$ cat src/rtl/opc_waitstate_ctrl.sv
// opc_waitstate_ctrl: bus wait-state controller for the OPC CPU; stalls clken per region (memory, slow window, IO) and drives active-low strobes.
// Latency: an access with wait N holds clken low for N cycles, then high for one completion cycle (N+1 total); zero-wait accesses complete at once.
// Backpressure: clken is the only stall mechanism; withdrawing the request mid-wait aborts the access. Optional statistics under `OPC_WAIT_STATS_EN.
module opc_waitstate_ctrl #(
  parameter int                ADDR_W    = 16,
  parameter int                WAIT_W    = 4,
  parameter int                MEM_WAIT  = 1,
  parameter int                SLOW_WAIT = 3,
  parameter int                IO_WAIT   = 2,
  parameter logic [ADDR_W-1:0] SLOW_BASE = 16'hF000,
  parameter logic [ADDR_W-1:0] SLOW_MASK = 16'hF000
) (
  input  logic              clk,
  input  logic              reset_b,
  input  logic              vpa,
  input  logic              vda,
  input  logic              vio,
  input  logic              rnw,
  input  logic [ADDR_W-1:0] address,
  output logic              clken,
  output logic              mem_ce_b,
  output logic              io_ce_b,
  output logic              oe_b,
  output logic              we_b,
  output logic              busy,
  output logic [15:0]       stall_count,
  output logic [15:0]       access_count
);

  typedef enum logic {ST_IDLE, ST_WAIT} state_t;

  localparam logic [WAIT_W-1:0] W_MEM  = WAIT_W'(MEM_WAIT);
  localparam logic [WAIT_W-1:0] W_SLOW = WAIT_W'(SLOW_WAIT);
  localparam logic [WAIT_W-1:0] W_IO   = WAIT_W'(IO_WAIT);
  localparam logic [WAIT_W-1:0] W_ONE  = WAIT_W'(1);

  state_t            state, state_nxt;
  logic [WAIT_W-1:0] cnt, cnt_nxt;
  logic [WAIT_W-1:0] sel_wait;
  logic              req;
  logic              in_slow;
  logic              clken_fsm;

  assign req     = vpa | vda | vio;
  assign in_slow = (address & SLOW_MASK) == SLOW_BASE;

  // Region wait count; only consulted in IDLE, so the region is fixed at access start.
  always_comb begin
    sel_wait = W_MEM;
    if (vio)
      sel_wait = W_IO;
    else if (in_slow)
      sel_wait = W_SLOW;
  end

  // State and remaining-wait counter.
  always_ff @(posedge clk or negedge reset_b) begin
    if (!reset_b) begin
      state <= ST_IDLE;
      cnt   <= '0;
    end else begin
      state <= state_nxt;
      cnt   <= cnt_nxt;
    end
  end

  // Next state, counter and stall strobe; a withdrawn request in WAIT aborts.
  always_comb begin
    state_nxt = state;
    cnt_nxt   = cnt;
    clken_fsm = 1'b1;
    case (state)
      ST_IDLE: begin
        if (req && (sel_wait != '0)) begin
          clken_fsm = 1'b0;
          cnt_nxt   = sel_wait - W_ONE;
          state_nxt = ST_WAIT;
        end
      end
      ST_WAIT: begin
        if (!req) begin
          state_nxt = ST_IDLE;
        end else if (cnt == '0) begin
          state_nxt = ST_IDLE;
        end else begin
          clken_fsm = 1'b0;
          cnt_nxt   = cnt - W_ONE;
        end
      end
      default: state_nxt = ST_IDLE;
    endcase
  end

  // Reset forces the CPU running and all strobes inactive regardless of the bus.
  assign clken    = ~reset_b | clken_fsm;
  assign mem_ce_b = ~(reset_b & (vpa | vda) & ~vio);
  assign io_ce_b  = ~(reset_b & vio);
  assign oe_b     = ~(reset_b & req & rnw);
  assign we_b     = ~(reset_b & req & ~rnw & clken);
  assign busy     = (state == ST_WAIT);

`ifdef OPC_WAIT_STATS_EN
  logic [15:0] stall_q;
  logic [15:0] access_q;

  // Saturating stall-cycle and completed-access counters, cleared only by reset.
  always_ff @(posedge clk or negedge reset_b) begin
    if (!reset_b) begin
      stall_q  <= '0;
      access_q <= '0;
    end else begin
      if (!clken && (stall_q != 16'hFFFF))
        stall_q <= stall_q + 16'd1;
      if (req && clken && (access_q != 16'hFFFF))
        access_q <= access_q + 16'd1;
    end
  end

  assign stall_count  = stall_q;
  assign access_count = access_q;
`else
  assign stall_count  = '0;
  assign access_count = '0;
`endif

endmodule

$ cat config.mk
export PLATFORM = sky130hd
export DESIGN_NAME = opc_waitstate_ctrl
export DESIGN_NICKNAME = d
export VERILOG_FILES = /design/src/rtl/opc_waitstate_ctrl.sv
export SDC_FILE = /design/constraint.sdc
export NUM_CORES = 1
export LEC_CHECK = 0
export CAP_MARGIN = 10
export CORE_ASPECT_RATIO = 0.9
export CORE_MARGIN = 5
export CORE_UTILIZATION = 28
export DETAILED_ROUTE_END_ITERATION = 12
export GPL_TIMING_DRIVEN = 1
export HOLD_SLACK_MARGIN = 0.15
export PLACE_DENSITY = 0.79
export SYNTH_ARGS = -nofsm -noshare
export SYNTH_HDL_FRONTEND = slang
export SYNTH_SLANG_ARGS = --single-unit
export TNS_END_PERCENT = 50
$ cat constraint.sdc
create_clock -name clk -period 1.7 [get_ports clk]
set_clock_uncertainty 0.15 [all_clocks]
set_input_delay 0.255 -clock clk [delete_from_list [all_inputs] [get_ports clk]]
set_output_delay 0.255 -clock clk [all_outputs]
set_load 0.05 [all_outputs]
# Yosys cells after proc, flatten, opt, wreduce, memory -nomap -nowiden

Index checks and enable logic that the tools add are counted.

Register bits after elaboration: 5
Bits of input ports: 22
Output and inout bits: 38

$add $sub $neg: 2
Equality and inequality tests: 4
Muxes and demuxes: 14
Bitwise logic cells: 18
Reductions and logical operators: 4

Operators with widths:

| cell                | count |
|---|---|
| $mux 4              | 4 |
| $not 1->1           | 8 |
| $pmux 4 s2          | 1 |
| $sub 4x1->4 const B | 2 |
| $and 1x1->1         | 7 |
| $mux 1              | 6 |
| $eq 4x4->1 const B  | 1 |
| $logic_not 4->1     | 1 |
| $ne 2x2->1 const B  | 2 |
| $pmux 1 s2          | 2 |
| $reduce_bool 4->1   | 1 |
| $or 1x1->1          | 3 |
| $reduce_and 3->1    | 1 |
| $mux 2              | 1 |
| $ne 2x1->1 const B  | 1 |
| $logic_and 1x1->1   | 1 |

# Depth between registers and ports, before layout

Gate-level depths: netlist of run 1.

Depth in word-level cells: 10
Gate-level depth with buffers: 3
Depth with buffers taken out: 3

# Least setup slack after synthesis of run 1

No wires, ideal clock.

Path type: register -> output
Start point: register state (netlist: busy)
End point: output we_b
Data arrival time: 1671 ps
Setup slack: -376 ps
Cell stages (with the launch flop): 4
Buffers on the path: 0
Path through: dfrtp_1 > nor2b_1 > and2_1 > nand4b_1

Longest elaborated chain between the ends: 5

RTL lines:

| what                     | line | RTL |
|---|---|---|
| start: declaration       | 37   | `state_t state, state_nxt;` |
| start signal: assignment | 62   | `state <= state_nxt;` |
| $not 1->1                | -    |  |
| $pmux 1 s2 (*)           | 72   | `case (state)` |
| $or 1x1->1 (*)           | 95   | `assign clken = ~reset_b \| clken_fsm;` |
| $and 1x1->1 (*)          | 99   | `assign we_b = ~(reset_b & req & ~rnw & clken);` |
| $not 1->1 (*)            | 99   |  |
| end: declaration         | 24   | `output logic we_b,` |

Mark *: on every way between the ends. The rest lies on a longest branch, timed or not.

# Final worst setup path of run 1

Start point: register cnt[0]
End point: output we_b

Longest elaborated chain between the ends: 7

RTL lines:

| what                     | line | RTL |
|---|---|---|
| start: declaration       | 38   | `logic [WAIT_W-1:0] cnt, cnt_nxt;` |
| start signal: assignment | 63   | `cnt <= cnt_nxt;` |
| $logic_not 4->1          | 83   | `end else if (cnt == '0) begin` |
| $mux 1                   | 83   |  |
| $mux 1                   | 81   | `if (!req) begin` |
| $pmux 1 s2               | 72   |  |
| $or 1x1->1               | 95   |  |
| $and 1x1->1              | 99   |  |
| $not 1->1                | 99   |  |

Every way passes these cells.

==> results.py, run 1 <==
metrics = {
    "synth": {
        "avgSynthCellArea_um2": 8.427,
        "syn_inst": 68,
        "yosysTopAreaCell": "buf_4",
        "yosysSeqAreaShare": 0.2183,
        "yosys_warnings": 0,
        "synth_edf_count": 0,
        "async_flop_share": 1.000,
        "syn_area_um2": 573.1,
        "synth_flop_cell": "dfrtp_1",
        "synth.distinct_cells": 22,
        "synth.ff_latch_count": 5,
        "synth_top_area_share": 0.4192,
        "yosys-top-cells-area": "buf_4, dfrtp_1, nor2b_1",
    },
    "worst_setup_path": {
        "path_max_fanout": 2,
        "critPathCapture": "we_b",
        "timing_worst_setup_path_type": "reg2out",
        "rr_worst_depth": 4,
        "reg2reg_slack_ns": 0.17,
        "crit_path_start": "cnt[0]$_DFFE_PN0P_",
        "critPathArrivalTime_ns": 1.38,
        "r2r-start": "cnt[0]$_DFFE_PN0P_",
        "crit_required_ns": 1.29,
        "critPathLaunchType": "register",
        "crit_path_end_kind": "output port",
        "r2r_end": "cnt[2]$_DFFE_PN0P_",
    },
    "finish": {
        "antenna_cells": 0,
        "drive_gt1_frac": 0.3196,
        "area_growth_syn_to_layout_pct": 43.89,
        "final_nets": 120,
    },
    "power_and_ir_drop": {
        "leakagePower_nw": 0.4147,
        "finalPower_mw": 1.175,
        "p_int_uw": 616.5,
        "comb_power_share": 0.715,
        "power.density_nw_per_um2": 1425,
        "swShare": 0.4754,
        "p_seq_frac": 0.174,
        "irDropWorstVdd_mv": 0.8171,
        "switchingPower_uw": 558.6,
        "pwr-share-clk": 0.111,
    },
    "route": {
        "drc": 0,
        "wl_per_cell_um": 11.98,
        "first_pass_iters": 4,
        "routed_wl_um": 1462,
        "antenna_left": 0,
        "drt-initial-drc-count": 5,
        "vias_per_cell": 3.967,
        "routed-via-count": 484,
    },
    "sta": {
        "setup_viol_count_final": 2,
        "rsz0062_at_grt": "true",
        "post-route-period-util": 1.048,
        "worst_slack_ns": -0.08078,
        "min_period_ns": 1.781,
        "hold_viol": 0,
        "slew_viol_final": 0,
        "whs_ns": 0.3330,
        "fmax_ghz": 0.5616,
    },
    "floorplan": {
        "die_h_um": 52.92,
        "die-area_um2": 3052,
        "start_util": 0.2964,
        "io_pins": 60,
        "rows": 15,
        "fp.dieW_um": 57.69,
        "coreArea_um2": 1933,
    },
    "placed_design": {
        "portBuffers": 15,
        "dp_hpwl_um": 1180,
        "gp_congestion": 0.7739,
    },
    "global_route": {
        "grt.overflow.total": 0,
        "antenna_found_initial": 0,
        "grt_first_pass_wirelength_um": 2056,
        "grt_max_degree": 9,
        "grt.total_usage": 0.09335,
        "first_global_vias": 458,
    },
    "flow_run": {
        "maxCapViolations": 0,
    },
    "clocking": {
        "cts_sinks": 5,
        "clk_pin_slew_ns": 0.04,
        "cts_buffer_depth": 2,
        "cts-root-buf": "clkbuf_4",
        "cts.htree.levels": 1,
        "cts_buffers": 3,
        "hold_buffers": 0,
        "insertion_delay_ns": 0.23,
        "cts_tree": "done",
    },
    "status": {
        "outcome": "finished, violations left",
        "violations": "setup timing",
    },
    "hold_path": {
        "hold_class": "in2async",
    },
}
cells in the final DEF (no fill, tap or decap), types with 2 or more instances in the layout:
cell / n
nor2b_1: 2
nand3_1: 2
or3_4: 2
dfrtp_1: 4
clkdlybuf4s50_1: 6
o21ai_0: 2
nand2_1: 3
nor2_1: 4
buf_4: 10
nand4b_1: 2
buf_12: 6
conb_1: 32
dlygate4sd2_1: 3
clkbuf_4: 3
power by group through the flow:
| stage | Clock [mW] | Sequential [mW] | Combinational (mW) |
|---|---|---|---|
| 6_report | 0.130 | 0.205 | 0.840 |
| 5_1_grt | 0.149 | 0.207 | 0.882 |
| 2_1_floorplan | 0 | 0.259 | 0.492 |
| 3_3_place_gp | 0 | 0.197 | 0.732 |
| 3_5_place_dp | 0 | 0.201 | 0.746 |
| 4_1_cts | 0.136 | 0.200 | 0.828 |
sequential cells by signal, summed over array words and instances (netlist names):
name,count
cnt,4
busy,1
cells in the mapped netlist, types with 2 or more instances:
library cell  instances
buf_4                32
nand4b_1              2
nand2_1               3
o21ai_0               2
nor2_1                4
nor2b_1               3
dfrtp_1               5
a21oi_1               2
nand3_1               2
critical path: stages (launching register included):
cell      delay [ns]
dfrtp_1         0.39
nor3_2          0.23
and2_4          0.18
nand4b_1        0.14
buf_12          0.19
stage by stage:
stage	utilization	setup slack (ns)	instances	instance area (um^2)	setup TNS, ns
3_5_place_dp	0.3942	-0.1131	115	762.0	-0.4287
5_1_grt	0.4265	-0.1507	122	824.5	-0.2438
6_report	0.4265	-0.08078	122	824.5	-0.09409
4_1_cts	0.4265	-0.02657	122	824.5	-0.02657
2_1_floorplan	-	-0.1345	99	700.7	-0.1345
3_3_place_gp	0.3942	-0.1002	115	762.0	-0.2812
logic make-up (layout without fill, tap and decap cells):
kind of cell / Yosys count / after routing / synth area share
DFF: 5 / 5 / 0.2183
buffers and inverters: 32 / 30 / 0.4192
and+or+nand+nor: 21 / 21 / 0.2358
other: 1 / 32 / 0.006544
AOI/OAI and AO/OA: 9 / 9 / 0.1201
routing by layer:
| layer | share of wire | wire (um) | up-vias | global-route usage |
|---|---|---|---|---|
| met1 | 0.32 | 473 | 228 | 0.08128 |
| li1 | - | - | 225 | - |
| met4 | 0.023 | 33 | 0 | 0.06950 |
| met5 | 0 | 0 | - | 0 |
| met2 | 0.58 | 846 | 27 | 0.1936 |
| met3 | 0.074 | 108 | 4 | 0.009756 |
timing repair:
| item | 4_1_cts | 5_1_grt |
|---|---|---|
| endpoints found under the setup margin | 4 | 2 |
| pin swaps | 5 | 1 |
| cloned | 0 | 0 |
| buffers inserted | 3 | 0 |
| gates resized for setup | 7 | 0 |
| hold endpoints to repair | 0 | 0 |
final cells by class:
type / count / area (um^2)
multi-input cells: 62 / 347.8
flip-flops and latches: 5 / 126.4
fillers: 195 / 1109
repair buffers: 26 / 292.8
clock buffers: 4 / 26.28
well taps: 25 / 31.28
how the worst min path moves through the flow:
| stage | start | endpoint | depth (start not counted) | slack (ns) |
|---|---|---|---|---|
| floorplan | reset_b | busy$_DFF_PN0_ | 0 | -0.19 |
| global placement | cnt[3]$_DFFE_PN0P_ | cnt[3]$_DFFE_PN0P_ | 1 | 0.40 |
| detailed placement | cnt[2]$_DFFE_PN0P_ | cnt[2]$_DFFE_PN0P_ | 1 | 0.42 |
| CTS | reset_b | cnt[2]$_DFFE_PN0P_ | 2 | 0.33 |
| global route | reset_b | cnt[2]$_DFFE_PN0P_ | 2 | 0.33 |
| finish | reset_b | cnt[2]$_DFFE_PN0P_ | 2 | 0.33 |
(Power assumes the default switching activity.)
==> run 2: changes to the inputs <==
--- a/config.mk
+++ b/config.mk
@@ -5,7 +5,7 @@
 export SDC_FILE = /design/constraint.sdc
 export NUM_CORES = 1
 export LEC_CHECK = 0
-export CAP_MARGIN = 10
+export CAP_MARGIN = 20
 export CORE_ASPECT_RATIO = 0.9
 export CORE_MARGIN = 5
 export CORE_UTILIZATION = 28
==> results of run 2 <==
No change in the layout: final DEF, timing and power equal those of run 1.
